$ cat src/rtl/snitch_icache_pkg.sv
// Shared definitions for the instruction-cache tag lookup stage.
// Holds the per-way tag entry layout (valid, error, tag) as offset helpers
// that scale with the tag width, a packed entry type for the default
// width, and the sequencer state encoding.
package snitch_icache_pkg;

  localparam int unsigned DefaultTagWidth = 20;

  // Entry layout per way: {valid, error, tag[TagWidth-1:0]}
  function automatic int unsigned entry_width(input int unsigned tag_width);
    return tag_width + 2;
  endfunction

  function automatic int unsigned valid_pos(input int unsigned tag_width);
    return tag_width + 1;
  endfunction

  function automatic int unsigned error_pos(input int unsigned tag_width);
    return tag_width;
  endfunction

  typedef struct packed {
    logic                       valid;
    logic                       error;
    logic [DefaultTagWidth-1:0] tag;
  } tag_entry_t;

  typedef enum logic {
    StFlush = 1'b0,
    StRun   = 1'b1
  } state_e;

endpackage

$ cat src/rtl/snitch_icache_tag_lookup_if.sv
// Bundle of the lookup, result, refill-write and tag-SRAM signals of the
// tag lookup stage. Signal names carry the direction seen from the stage
// itself (_i into the stage, _o out of it).
//   slave  : the tag lookup stage
//   master : the surrounding cache (front-end, refill unit, SRAM wrapper)
interface snitch_icache_tag_lookup_if #(
  parameter int unsigned WayCount  = 4,
  parameter int unsigned TagWidth  = 20,
  parameter int unsigned LineAlign = 7,
  parameter int unsigned IdWidth   = 4
);
  localparam int unsigned WayIdxW = (WayCount > 1) ? $clog2(WayCount) : 1;
  localparam int unsigned DataW   = WayCount * (TagWidth + 2);

  // lookup request
  logic                 lkp_valid_i;
  logic                 lkp_ready_o;
  logic [LineAlign-1:0] lkp_index_i;
  logic [TagWidth-1:0]  lkp_tag_i;
  logic [IdWidth-1:0]   lkp_id_i;
  // lookup result
  logic                 out_valid_o;
  logic                 out_ready_i;
  logic                 out_hit_o;
  logic [WayCount-1:0]  out_way_o;
  logic                 out_error_o;
  logic [IdWidth-1:0]   out_id_o;
  logic [LineAlign-1:0] out_index_o;
  logic [TagWidth-1:0]  out_tag_o;
  // refill tag write
  logic                 wr_valid_i;
  logic                 wr_ready_o;
  logic [LineAlign-1:0] wr_index_i;
  logic [WayIdxW-1:0]   wr_way_i;
  logic [TagWidth-1:0]  wr_tag_i;
  logic                 wr_error_i;
  // tag SRAM port
  logic                 tag_req_o;
  logic                 tag_we_o;
  logic [LineAlign-1:0] tag_addr_o;
  logic [DataW-1:0]     tag_wdata_o;
  logic [WayCount-1:0]  tag_be_o;
  logic [DataW-1:0]     tag_rdata_i;

  modport slave (
    input  lkp_valid_i, lkp_index_i, lkp_tag_i, lkp_id_i,
    output lkp_ready_o,
    output out_valid_o, out_hit_o, out_way_o, out_error_o,
           out_id_o, out_index_o, out_tag_o,
    input  out_ready_i,
    input  wr_valid_i, wr_index_i, wr_way_i, wr_tag_i, wr_error_i,
    output wr_ready_o,
    output tag_req_o, tag_we_o, tag_addr_o, tag_wdata_o, tag_be_o,
    input  tag_rdata_i
  );

  modport master (
    output lkp_valid_i, lkp_index_i, lkp_tag_i, lkp_id_i,
    input  lkp_ready_o,
    input  out_valid_o, out_hit_o, out_way_o, out_error_o,
           out_id_o, out_index_o, out_tag_o,
    output out_ready_i,
    output wr_valid_i, wr_index_i, wr_way_i, wr_tag_i, wr_error_i,
    input  wr_ready_o,
    input  tag_req_o, tag_we_o, tag_addr_o, tag_wdata_o, tag_be_o,
    output tag_rdata_i
  );

endinterface

$ cat src/rtl/snitch_icache_tag_compare.sv
// Combinational tag compare over all ways of one SRAM word.
// Ports:
//   rdata_i : WayCount packed entries {valid, error, tag}, way w at w*(TagWidth+2)
//   tag_i   : request tag
//   hit_o   : any way hit
//   way_o   : one-hot of the lowest-index hitting way, 0 on miss
//   error_o : error bit of the selected way OR more than one way hit; 0 on miss
module snitch_icache_tag_compare
  import snitch_icache_pkg::*;
#(
  parameter int unsigned WayCount = 4,
  parameter int unsigned TagWidth = 20
) (
  input  logic [WayCount*(TagWidth+2)-1:0] rdata_i,
  input  logic [TagWidth-1:0]              tag_i,
  output logic                             hit_o,
  output logic [WayCount-1:0]              way_o,
  output logic                             error_o
);

  localparam int unsigned EntryW   = entry_width(TagWidth);
  localparam int unsigned ValidPos = valid_pos(TagWidth);
  localparam int unsigned ErrorPos = error_pos(TagWidth);

  logic [WayCount-1:0] hit_vec;
  logic [WayCount-1:0] err_vec;
  logic                sel_err;
  logic                found;
  logic                multi_hit;

  for (genvar w = 0; w < WayCount; w++) begin : g_way
    assign hit_vec[w] = rdata_i[w*EntryW + ValidPos] &&
                        (rdata_i[w*EntryW +: TagWidth] == tag_i);
    assign err_vec[w] = rdata_i[w*EntryW + ErrorPos];
  end

  always_comb begin
    way_o   = '0;
    sel_err = 1'b0;
    found   = 1'b0;
    for (int w = 0; w < WayCount; w++) begin
      if (hit_vec[w] && !found) begin
        way_o[w] = 1'b1;
        sel_err  = err_vec[w];
        found    = 1'b1;
      end
    end
  end

  // clearing the lowest set bit leaves something only when two or more ways hit
  assign multi_hit = |(hit_vec & (hit_vec - WayCount'(1)));
  assign hit_o     = |hit_vec;
  assign error_o   = hit_o && (sel_err || multi_hit);

endmodule

$ cat src/rtl/snitch_icache_tag_lookup.sv
// Tag lookup stage of the instruction cache. Owns the single tag-SRAM port
// and arbitrates flush/init, refill tag writes and lookups onto it
// (flush > write > lookup). Lookup results appear one cycle after
// acceptance from a live compare on the SRAM read data; if the result is
// not taken in that cycle it is captured so later SRAM traffic (writes,
// flush) cannot disturb it.
// Ports:
//   clk_i, rst_i   : clock, synchronous active-high reset
//   flush_i        : single-cycle request to invalidate every line
//   flush_busy_o   : high while the invalidation sweep runs
//   bus (slave)    : lookup / result / refill write / tag SRAM signals
module snitch_icache_tag_lookup
  import snitch_icache_pkg::*;
#(
  parameter int unsigned WayCount  = 4,
  parameter int unsigned TagWidth  = 20,
  parameter int unsigned LineCount = 128,
  parameter int unsigned LineAlign = $clog2(LineCount),
  parameter int unsigned IdWidth   = 4
) (
  input  logic clk_i,
  input  logic rst_i,
  input  logic flush_i,
  output logic flush_busy_o,
  snitch_icache_tag_lookup_if.slave bus
);

  localparam int unsigned DataW = WayCount * entry_width(TagWidth);
  localparam logic [LineAlign-1:0] LastLine = LineAlign'(LineCount - 1);

  state_e               state_q, state_d;
  logic [LineAlign-1:0] cnt_q, cnt_d;

  logic                 s1_valid_q, s1_valid_d;
  logic [IdWidth-1:0]   s1_id_q, s1_id_d;
  logic [LineAlign-1:0] s1_index_q, s1_index_d;
  logic [TagWidth-1:0]  s1_tag_q, s1_tag_d;

  logic                 hold_valid_q, hold_valid_d;
  logic                 hold_hit_q, hold_hit_d;
  logic [WayCount-1:0]  hold_way_q, hold_way_d;
  logic                 hold_err_q, hold_err_d;

  logic                 cmp_hit;
  logic [WayCount-1:0]  cmp_way;
  logic                 cmp_err;

  logic                 lkp_ready;
  logic                 wr_ready;
  logic                 req, we;
  logic [LineAlign-1:0] addr;
  logic [DataW-1:0]     wdata;
  logic [WayCount-1:0]  be;
  logic                 lkp_fire;
  logic                 out_fire;

  snitch_icache_tag_compare #(
    .WayCount (WayCount),
    .TagWidth (TagWidth)
  ) i_compare (
    .rdata_i (bus.tag_rdata_i),
    .tag_i   (s1_tag_q),
    .hit_o   (cmp_hit),
    .way_o   (cmp_way),
    .error_o (cmp_err)
  );

  // Arbitration and SRAM port
  always_comb begin
    state_d   = state_q;
    cnt_d     = cnt_q;
    lkp_ready = 1'b0;
    wr_ready  = 1'b0;
    req       = 1'b0;
    we        = 1'b0;
    addr      = '0;
    wdata     = '0;
    be        = '0;
    unique case (state_q)
      StFlush: begin
        req  = 1'b1;
        we   = 1'b1;
        addr = cnt_q;
        be   = '1;
        if (cnt_q == LastLine) begin
          state_d = StRun;
          cnt_d   = '0;
        end else begin
          cnt_d = cnt_q + LineAlign'(1);
        end
      end
      StRun: begin
        if (flush_i) begin
          state_d = StFlush;
          cnt_d   = '0;
        end else begin
          wr_ready  = 1'b1;
          lkp_ready = !bus.wr_valid_i && (!s1_valid_q || bus.out_ready_i);
          if (bus.wr_valid_i) begin
            req          = 1'b1;
            we           = 1'b1;
            addr         = bus.wr_index_i;
            be[bus.wr_way_i] = 1'b1;
            // same entry on every way; the byte enable picks the target way
            wdata        = {WayCount{1'b1, bus.wr_error_i, bus.wr_tag_i}};
          end else if (bus.lkp_valid_i && lkp_ready) begin
            req  = 1'b1;
            addr = bus.lkp_index_i;
          end
        end
      end
      default: begin
        state_d = StFlush;
        cnt_d   = '0;
      end
    endcase
    if (rst_i) begin
      lkp_ready = 1'b0;
      wr_ready  = 1'b0;
      req       = 1'b0;
      we        = 1'b0;
      addr      = '0;
      wdata     = '0;
      be        = '0;
    end
  end

  assign lkp_fire = bus.lkp_valid_i && lkp_ready;
  assign out_fire = s1_valid_q && bus.out_ready_i;

  // Stage-1 and result hold
  always_comb begin
    s1_valid_d   = s1_valid_q;
    s1_id_d      = s1_id_q;
    s1_index_d   = s1_index_q;
    s1_tag_d     = s1_tag_q;
    hold_valid_d = hold_valid_q;
    hold_hit_d   = hold_hit_q;
    hold_way_d   = hold_way_q;
    hold_err_d   = hold_err_q;
    if (lkp_fire) begin
      s1_valid_d   = 1'b1;
      s1_id_d      = bus.lkp_id_i;
      s1_index_d   = bus.lkp_index_i;
      s1_tag_d     = bus.lkp_tag_i;
      hold_valid_d = 1'b0;
    end else if (out_fire) begin
      s1_valid_d   = 1'b0;
      hold_valid_d = 1'b0;
    end else if (s1_valid_q && !hold_valid_q) begin
      // read data is only valid in the first result cycle; capture it
      hold_valid_d = 1'b1;
      hold_hit_d   = cmp_hit;
      hold_way_d   = cmp_way;
      hold_err_d   = cmp_err;
    end
  end

  always_ff @(posedge clk_i) begin
    if (rst_i) begin
      state_q      <= StFlush;
      cnt_q        <= '0;
      s1_valid_q   <= 1'b0;
      s1_id_q      <= '0;
      s1_index_q   <= '0;
      s1_tag_q     <= '0;
      hold_valid_q <= 1'b0;
      hold_hit_q   <= 1'b0;
      hold_way_q   <= '0;
      hold_err_q   <= 1'b0;
    end else begin
      state_q      <= state_d;
      cnt_q        <= cnt_d;
      s1_valid_q   <= s1_valid_d;
      s1_id_q      <= s1_id_d;
      s1_index_q   <= s1_index_d;
      s1_tag_q     <= s1_tag_d;
      hold_valid_q <= hold_valid_d;
      hold_hit_q   <= hold_hit_d;
      hold_way_q   <= hold_way_d;
      hold_err_q   <= hold_err_d;
    end
  end

  assign flush_busy_o    = rst_i || (state_q == StFlush);

  assign bus.lkp_ready_o = lkp_ready;
  assign bus.wr_ready_o  = wr_ready;
  assign bus.tag_req_o   = req;
  assign bus.tag_we_o    = we;
  assign bus.tag_addr_o  = addr;
  assign bus.tag_wdata_o = wdata;
  assign bus.tag_be_o    = be;

  assign bus.out_valid_o = !rst_i && s1_valid_q;
  assign bus.out_hit_o   = !rst_i && s1_valid_q && (hold_valid_q ? hold_hit_q : cmp_hit);
  assign bus.out_way_o   = (!rst_i && s1_valid_q) ? (hold_valid_q ? hold_way_q : cmp_way) : '0;
  assign bus.out_error_o = !rst_i && s1_valid_q && (hold_valid_q ? hold_err_q : cmp_err);
  assign bus.out_id_o    = rst_i ? '0 : s1_id_q;
  assign bus.out_index_o = rst_i ? '0 : s1_index_q;
  assign bus.out_tag_o   = rst_i ? '0 : s1_tag_q;

endmodule

$ cat src/flat_wrapper.sv
// flat-port wrapper written by rule: the top's interface ports become plain ports
module snitch_icache_tag_lookup_flat import snitch_icache_pkg::*;
#(
  parameter int unsigned WayCount  = 4,
  parameter int unsigned TagWidth  = 20,
  parameter int unsigned LineCount = 128,
  parameter int unsigned LineAlign = $clog2(LineCount),
  parameter int unsigned IdWidth   = 4
)
  (clk_i, rst_i, flush_i, flush_busy_o, bus_lkp_valid_i, bus_lkp_index_i, bus_lkp_tag_i, bus_lkp_id_i, bus_lkp_ready_o, bus_out_valid_o, bus_out_hit_o, bus_out_way_o, bus_out_error_o, bus_out_id_o, bus_out_index_o, bus_out_tag_o, bus_out_ready_i, bus_wr_valid_i, bus_wr_index_i, bus_wr_way_i, bus_wr_tag_i, bus_wr_error_i, bus_wr_ready_o, bus_tag_req_o, bus_tag_we_o, bus_tag_addr_o, bus_tag_wdata_o, bus_tag_be_o, bus_tag_rdata_i);
  snitch_icache_tag_lookup_if #(.WayCount(WayCount), .TagWidth(TagWidth), .LineAlign(LineAlign), .IdWidth(IdWidth)) bus_i ();
  input  logic clk_i;
  input  logic rst_i;
  input  logic flush_i;
  output logic flush_busy_o;
  input wire logic [$bits(bus_i.lkp_valid_i)-1:0] bus_lkp_valid_i;
  input wire logic [$bits(bus_i.lkp_index_i)-1:0] bus_lkp_index_i;
  input wire logic [$bits(bus_i.lkp_tag_i)-1:0] bus_lkp_tag_i;
  input wire logic [$bits(bus_i.lkp_id_i)-1:0] bus_lkp_id_i;
  output wire logic [$bits(bus_i.lkp_ready_o)-1:0] bus_lkp_ready_o;
  output wire logic [$bits(bus_i.out_valid_o)-1:0] bus_out_valid_o;
  output wire logic [$bits(bus_i.out_hit_o)-1:0] bus_out_hit_o;
  output wire logic [$bits(bus_i.out_way_o)-1:0] bus_out_way_o;
  output wire logic [$bits(bus_i.out_error_o)-1:0] bus_out_error_o;
  output wire logic [$bits(bus_i.out_id_o)-1:0] bus_out_id_o;
  output wire logic [$bits(bus_i.out_index_o)-1:0] bus_out_index_o;
  output wire logic [$bits(bus_i.out_tag_o)-1:0] bus_out_tag_o;
  input wire logic [$bits(bus_i.out_ready_i)-1:0] bus_out_ready_i;
  input wire logic [$bits(bus_i.wr_valid_i)-1:0] bus_wr_valid_i;
  input wire logic [$bits(bus_i.wr_index_i)-1:0] bus_wr_index_i;
  input wire logic [$bits(bus_i.wr_way_i)-1:0] bus_wr_way_i;
  input wire logic [$bits(bus_i.wr_tag_i)-1:0] bus_wr_tag_i;
  input wire logic [$bits(bus_i.wr_error_i)-1:0] bus_wr_error_i;
  output wire logic [$bits(bus_i.wr_ready_o)-1:0] bus_wr_ready_o;
  output wire logic [$bits(bus_i.tag_req_o)-1:0] bus_tag_req_o;
  output wire logic [$bits(bus_i.tag_we_o)-1:0] bus_tag_we_o;
  output wire logic [$bits(bus_i.tag_addr_o)-1:0] bus_tag_addr_o;
  output wire logic [$bits(bus_i.tag_wdata_o)-1:0] bus_tag_wdata_o;
  output wire logic [$bits(bus_i.tag_be_o)-1:0] bus_tag_be_o;
  input wire logic [$bits(bus_i.tag_rdata_i)-1:0] bus_tag_rdata_i;
  assign bus_i.lkp_valid_i = bus_lkp_valid_i;
  assign bus_i.lkp_index_i = bus_lkp_index_i;
  assign bus_i.lkp_tag_i = bus_lkp_tag_i;
  assign bus_i.lkp_id_i = bus_lkp_id_i;
  assign bus_lkp_ready_o = bus_i.lkp_ready_o;
  assign bus_out_valid_o = bus_i.out_valid_o;
  assign bus_out_hit_o = bus_i.out_hit_o;
  assign bus_out_way_o = bus_i.out_way_o;
  assign bus_out_error_o = bus_i.out_error_o;
  assign bus_out_id_o = bus_i.out_id_o;
  assign bus_out_index_o = bus_i.out_index_o;
  assign bus_out_tag_o = bus_i.out_tag_o;
  assign bus_i.out_ready_i = bus_out_ready_i;
  assign bus_i.wr_valid_i = bus_wr_valid_i;
  assign bus_i.wr_index_i = bus_wr_index_i;
  assign bus_i.wr_way_i = bus_wr_way_i;
  assign bus_i.wr_tag_i = bus_wr_tag_i;
  assign bus_i.wr_error_i = bus_wr_error_i;
  assign bus_wr_ready_o = bus_i.wr_ready_o;
  assign bus_tag_req_o = bus_i.tag_req_o;
  assign bus_tag_we_o = bus_i.tag_we_o;
  assign bus_tag_addr_o = bus_i.tag_addr_o;
  assign bus_tag_wdata_o = bus_i.tag_wdata_o;
  assign bus_tag_be_o = bus_i.tag_be_o;
  assign bus_i.tag_rdata_i = bus_tag_rdata_i;
  snitch_icache_tag_lookup #(.WayCount(WayCount), .TagWidth(TagWidth), .LineCount(LineCount), .LineAlign(LineAlign), .IdWidth(IdWidth)) u_core (.clk_i(clk_i), .rst_i(rst_i), .flush_i(flush_i), .flush_busy_o(flush_busy_o), .bus(bus_i));
endmodule
$ cat config.mk
export PLATFORM = sky130hd
export DESIGN_NAME = snitch_icache_tag_lookup_flat
export DESIGN_NICKNAME = d
export VERILOG_FILES = /design/src/rtl/snitch_icache_pkg.sv /design/src/rtl/snitch_icache_tag_lookup_if.sv /design/src/rtl/snitch_icache_tag_compare.sv /design/src/rtl/snitch_icache_tag_lookup.sv /design/src/flat_wrapper.sv
export SDC_FILE = /design/constraint.sdc
export NUM_CORES = 1
export LEC_CHECK = 0
export ABC_AREA = 1
export ABC_CLOCK_PERIOD_IN_PS = 3300
export CORE_ASPECT_RATIO = 1.5
export CORE_MARGIN = 5
export CORE_UTILIZATION = 41
export CTS_BUF_LIST = sky130_fd_sc_hd__clkbuf_8
export DETAILED_ROUTE_END_ITERATION = 8
export PLACE_DENSITY = 0.95
export RECOVER_POWER = 100
export SYNTH_ARGS = -nofsm -noshare
export SYNTH_HDL_FRONTEND = slang
export SYNTH_SLANG_ARGS = --single-unit
$ cat constraint.sdc
create_clock -name clk_i -period 3.3 [get_ports clk_i]
set_input_delay 0.33 -clock clk_i [delete_from_list [all_inputs] [get_ports clk_i]]
set_output_delay 0.33 -clock clk_i [all_outputs]
set_load 0.05 [all_outputs]
# After elaboration in Yosys (flattened, before gate mapping)
# Index checks and enable logic that the tools add are counted.
# classes
add_sub_neg	2
magnitude_cmp	2
n_eq_ne	6
n_mux	54
n_bitwise	4
reduce_logical	32
# op_table
cell	count
88-bit two-way mux	4
20-bit == test	4
7-bit two-way mux	7
1-bit two-way mux	29
7-bit one-hot mux with 2 select lines	2
4-bit two-way mux	6
20-bit two-way mux	1
1-bit logical AND	17
4-bit one-hot mux with 2 select lines	1
4-bit OR reduction	2
7-bit by 1-bit adder with 7-bit output, second input constant	1
7-bit == test, second input constant	1
1-bit zero test	7
1-bit one-hot mux with 2 select lines	3
4-bit AND	1
4-bit by 1-bit subtractor with 4-bit output, second input constant	1
1-bit logical OR	3
2-bit by 3-bit less-than comparator with 1-bit output, second input constant	1
1-bit inverter	3
3-bit AND reduction	1
3-bit OR reduction	1
1-bit demux with 2-bit select	1
2-bit by 1-bit >= comparator with 1-bit output, second input constant	1
2-bit != test, second input constant	1
2-bit nonzero test	1
# word_totals
ff_bits	47
in_bits	155
out_inout_bits	142
elab_cells	110

# Logic depth before layout (Yosys ltp)
# logic_depth
ltp_word	16
ltp_mapped	14
mapped_depth_nobuf	13

# Hierarchy
# Synthesis repeated with hierarchy kept, for this count alone.
# hier_totals
cells_unflattened	779
hier_area_um2	4426.7
# by_module_without_submodules
module	n_inst	cells_each	area_each_um2
snitch_icache_tag_lookup	1	461	3026.7
snitch_icache_tag_compare	1	318	1400.1

# Least setup slack after synthesis
# No wires, ideal clock.
# synth_timing
kind	input port to output port
startpoint	in rst_i
endpoint	out bus_tag_wdata_o[23]
arrival_time_ps	2933
required_ps	2970
setup_slack_ps	37
stages	9
path_cell_list	inv_2 nand2_2 nor2_4 inv_4 nor2_4 inv_1 clkbuf_1 nor2_1 buf_4
# synth_via
elab_chain_cells	1
# synth_rtl
item	line	text
start: declaration	flat_wrapper.sv:13	input logic rst_i;
88-bit two-way mux	snitch_icache_tag_lookup.sv:117	if (rst_i) begin
end: declaration	flat_wrapper.sv:38	output wire logic [$bits(bus_i.tag_wdata_o)-1:0] bus_tag_wdata_o;
# No other way between the ends.

# Worst setup path after layout
# layout_timing
startpoint	in rst_i
endpoint	out bus_tag_addr_o[0]
# layout_via
elab_chain_cells	1
# layout_rtl
item	line	text
7-bit two-way mux	snitch_icache_tag_lookup.sv:117	
end: declaration	flat_wrapper.sv:37	output wire logic [$bits(bus_i.tag_addr_o)-1:0] bus_tag_addr_o;
# No other way between the ends.

==> results.json <==
{
  "grt_usage_pct": 29.6,
  "overflow": 0,
  "vdd_drop_max_mv": 0.237,
  "use_met2_pct": 55.1,
  "synth_cell_type_count": 42,
  "postCtsHoldBufs": 0,
  "relSlewSlack_pct": 46.0,
  "area_delta_synth_final_pct": 66.0,
  "initial_utilization_pct": 42.0,
  "multi_input_area_um2": 2570,
  "synth_seq_cells": 47,
  "grt_pass1_vias": 6117,
  "min_period_over_period_pct": 93.9,
  "placeableCoreArea_um2": 11100,
  "synth_cells": 810,
  "netlist.area_leader.share_pct": 20.2,
  "synth_area_leaders": "dfxtp_1 20%, nand2_1 15%, nor2_1 11%",
  "antenna_cells": 0,
  "start_kind": "input port",
  "maxSlewViolCount": 0,
  "syn-mean-instance-area_um2": 5.76,
  "required_ns": 2.97,
  "async_flop_share_pct": 0,
  "ant_nets": 0,
  "grt_max_degree": 57,
  "rows": 47,
  "fillerInstances": 861,
  "cts_buffer_depth": 2,
  "fin_ws_ns": 0.203,
  "synth_flop_cell": "dfxtp_1",
  "total_leakage_power_nw": 3.54,
  "yosysWarningCount": 0,
  "fmax_ghz": 0.323,
  "drt_wl_total_mm": 21.2,
  "clock_skew_ns": 0.00796,
  "cts_made_buffers": 5,
  "finalSetupViolCount": 0,
  "post_cts_resize_count": 0,
  "totalNegativeSetupSlack_ns": 0,
  "ios": 297,
  "fin_crit_ns": 3.10,
  "syn_nets": 966,
  "clk_transition_reported_paths_ns": 0.08,
  "rsz0062_at_grt": "no",
  "grt.met1_usage_pct": 30.7,
  "path_max_fanout": 9,
  "seq_area_frac_synth_pct": 20.2,
  "final_common_cell": "nand2_1",
  "worst-setup-path-type": "input port to output pin",
  "vias_per_cell": 5.12,
  "dpl.hpwl_mm": 18.0,
  "wire_per_inst_um": 18.0,
  "ff_latch_area_um2": 941,
  "final_cell_mix": "183 x nand2_1, 154 x clkdlybuf4s50_1, 140 x nor2_1, 113 x inv_1, 81 x buf_12",
  "drive_gt1_share_pct": 12.7,
  "cp-end-kind": "output pin",
  "clk_latency_ns": 0.30,
  "drtPass1Iterations": 6,
  "grt_busiest_layer": "met2",
  "met3_usage_pct": 7.37,
  "tightest_slew_ns": 0.807,
  "gp_congestion": 1.02,
  "post_cts_buffers": 0,
  "hold_viol_final": 0,
  "fin_cells": 1177,
  "dieArea_um2": 13700,
  "drv_cap": 0,
  "hold_class": "flip-flop to flip-flop",
  "dr_total_vias": 6027,
  "fin_nets": 1186,
  "power.density_nw_per_um2": 170,
  "dieWidth_um": 97.1,
  "portBuffers": 296,
  "postLayoutCoreUtil_pct": 69.8,
  "place_ws_ns": 0.364,
  "cts_tree": "built",
  "grt_pass1_wl_mm": 32.4,
  "syn_area_um2": 4670,
  "antenna_found_initial": 0,
  "total_power_mw": 1.32,
  "synth_edf_count": 0,
  "htreeDepth": 2,
  "die_y_um": 141,
  "drtIter0Drc": 355,
  "status": "finished, final reports clean",
  "dp.cells": 1170,
  "clock-sinks": 47,
  "cp_data_arrival_time_ns": 2.77,
  "drc": 0,
  "yosysTopAreaCell": "dfxtp_1",
  "cts_root_buf": "clkbuf_8"
}
power breakdown:
| part | switching [mW] | internal (mW) | leakage, nW | total [mW] |
|---|---|---|---|---|
| registers | 0.00316 | 0.570 | 0.379 | 0.573 |
| logic | 0.168 | 0.220 | 3.12 | 0.388 |
| clock network | 0.192 | 0.165 | 0.0470 | 0.357 |
through the flow:
stage / hold WS [ns] / instance area [µm²]
after floorplan: 0.430 / 4670
after global placement: 0.439 / 8260
after detailed placement: 0.449 / 8260
after CTS: 0.460 / 8350
after global routing: 0.492 / 7750
final: 0.456 / 7750
metal layers:
metal  up-vias  share of wire [%]
li1       2875                  -
met1      2703                 32
met2       364                 53
met3        85                 10
met4         0                4.7
met5         -                  0
cell usage after synthesis (all sizes together), types with 2 or more instances:
library cell and n:
a21oi 43, a22o 2, buf 79, clkbuf 12
dfxtp 47, inv 127, nand2 185, nand3 26
nand3b 3, nand4 13, nor2 146, nor3 6
o211ai 3, o21ai 61, o22ai 6, or2 6
xnor2 16, xor2 20
cell type report:
type                            count  share of cell area, %
Inverter                          128                   6.25
Clock inverter                      1                 0.0646
Clock buffer                        6                   1.07
Tap cell                          147                   2.37
Sequential cell                    47                   12.1
Timing Repair Buffer              304                   45.0
Multi-Input combinational cell    544                   33.1
state kept, by name, indices dropped and copies added (netlist names):
register             cells
u_core.hold_valid_q      1
u_core.s1_tag_q         20
u_core.cnt_q             7
u_core.hold_way_q        4
u_core.s1_id_q           4
u_core.s1_index_q        7
u_core.s1_valid_q        1
u_core.hold_hit_q        1
u_core.hold_err_q        1
u_core.state_q           1
worst paths after layout:
path | cells after the start | from | end | slack (ns)
worst min-delay path | 2 | u_core.s1_id_q[2] | u_core.s1_id_q[2] | 0.46
worst min register to register | 2 | u_core.s1_id_q[2] | u_core.s1_id_q[2] | 0.46
worst max register to register | 7 | u_core.state_q | u_core.s1_tag_q[2] | 0.69
worst max-delay path | 9 | rst_i | bus_tag_addr_o[0] | 0.20
critical path, cell delays in order:
cell and delay (ns):
clkdlybuf4s50_1 0.42, inv_1 0.12, nand2_1 0.15, nor2_4 0.21, inv_4 0.09, nor2_1 0.61
nand2_1 0.16, o211ai_1 0.17, clkbuf_1 0.50
kinds of logic after synthesis:
kind of cell / Yosys count / share of synthesized area (%)
compound gates: 120 / 13.8
xor+xnor: 36 / 6.75
fa+ha+maj: 1 / 0.268
buf+inv: 219 / 24.2
flops: 47 / 20.2
simple gates: 387 / 34.9
No activity file was read; power rests on OpenSTA's default activity.
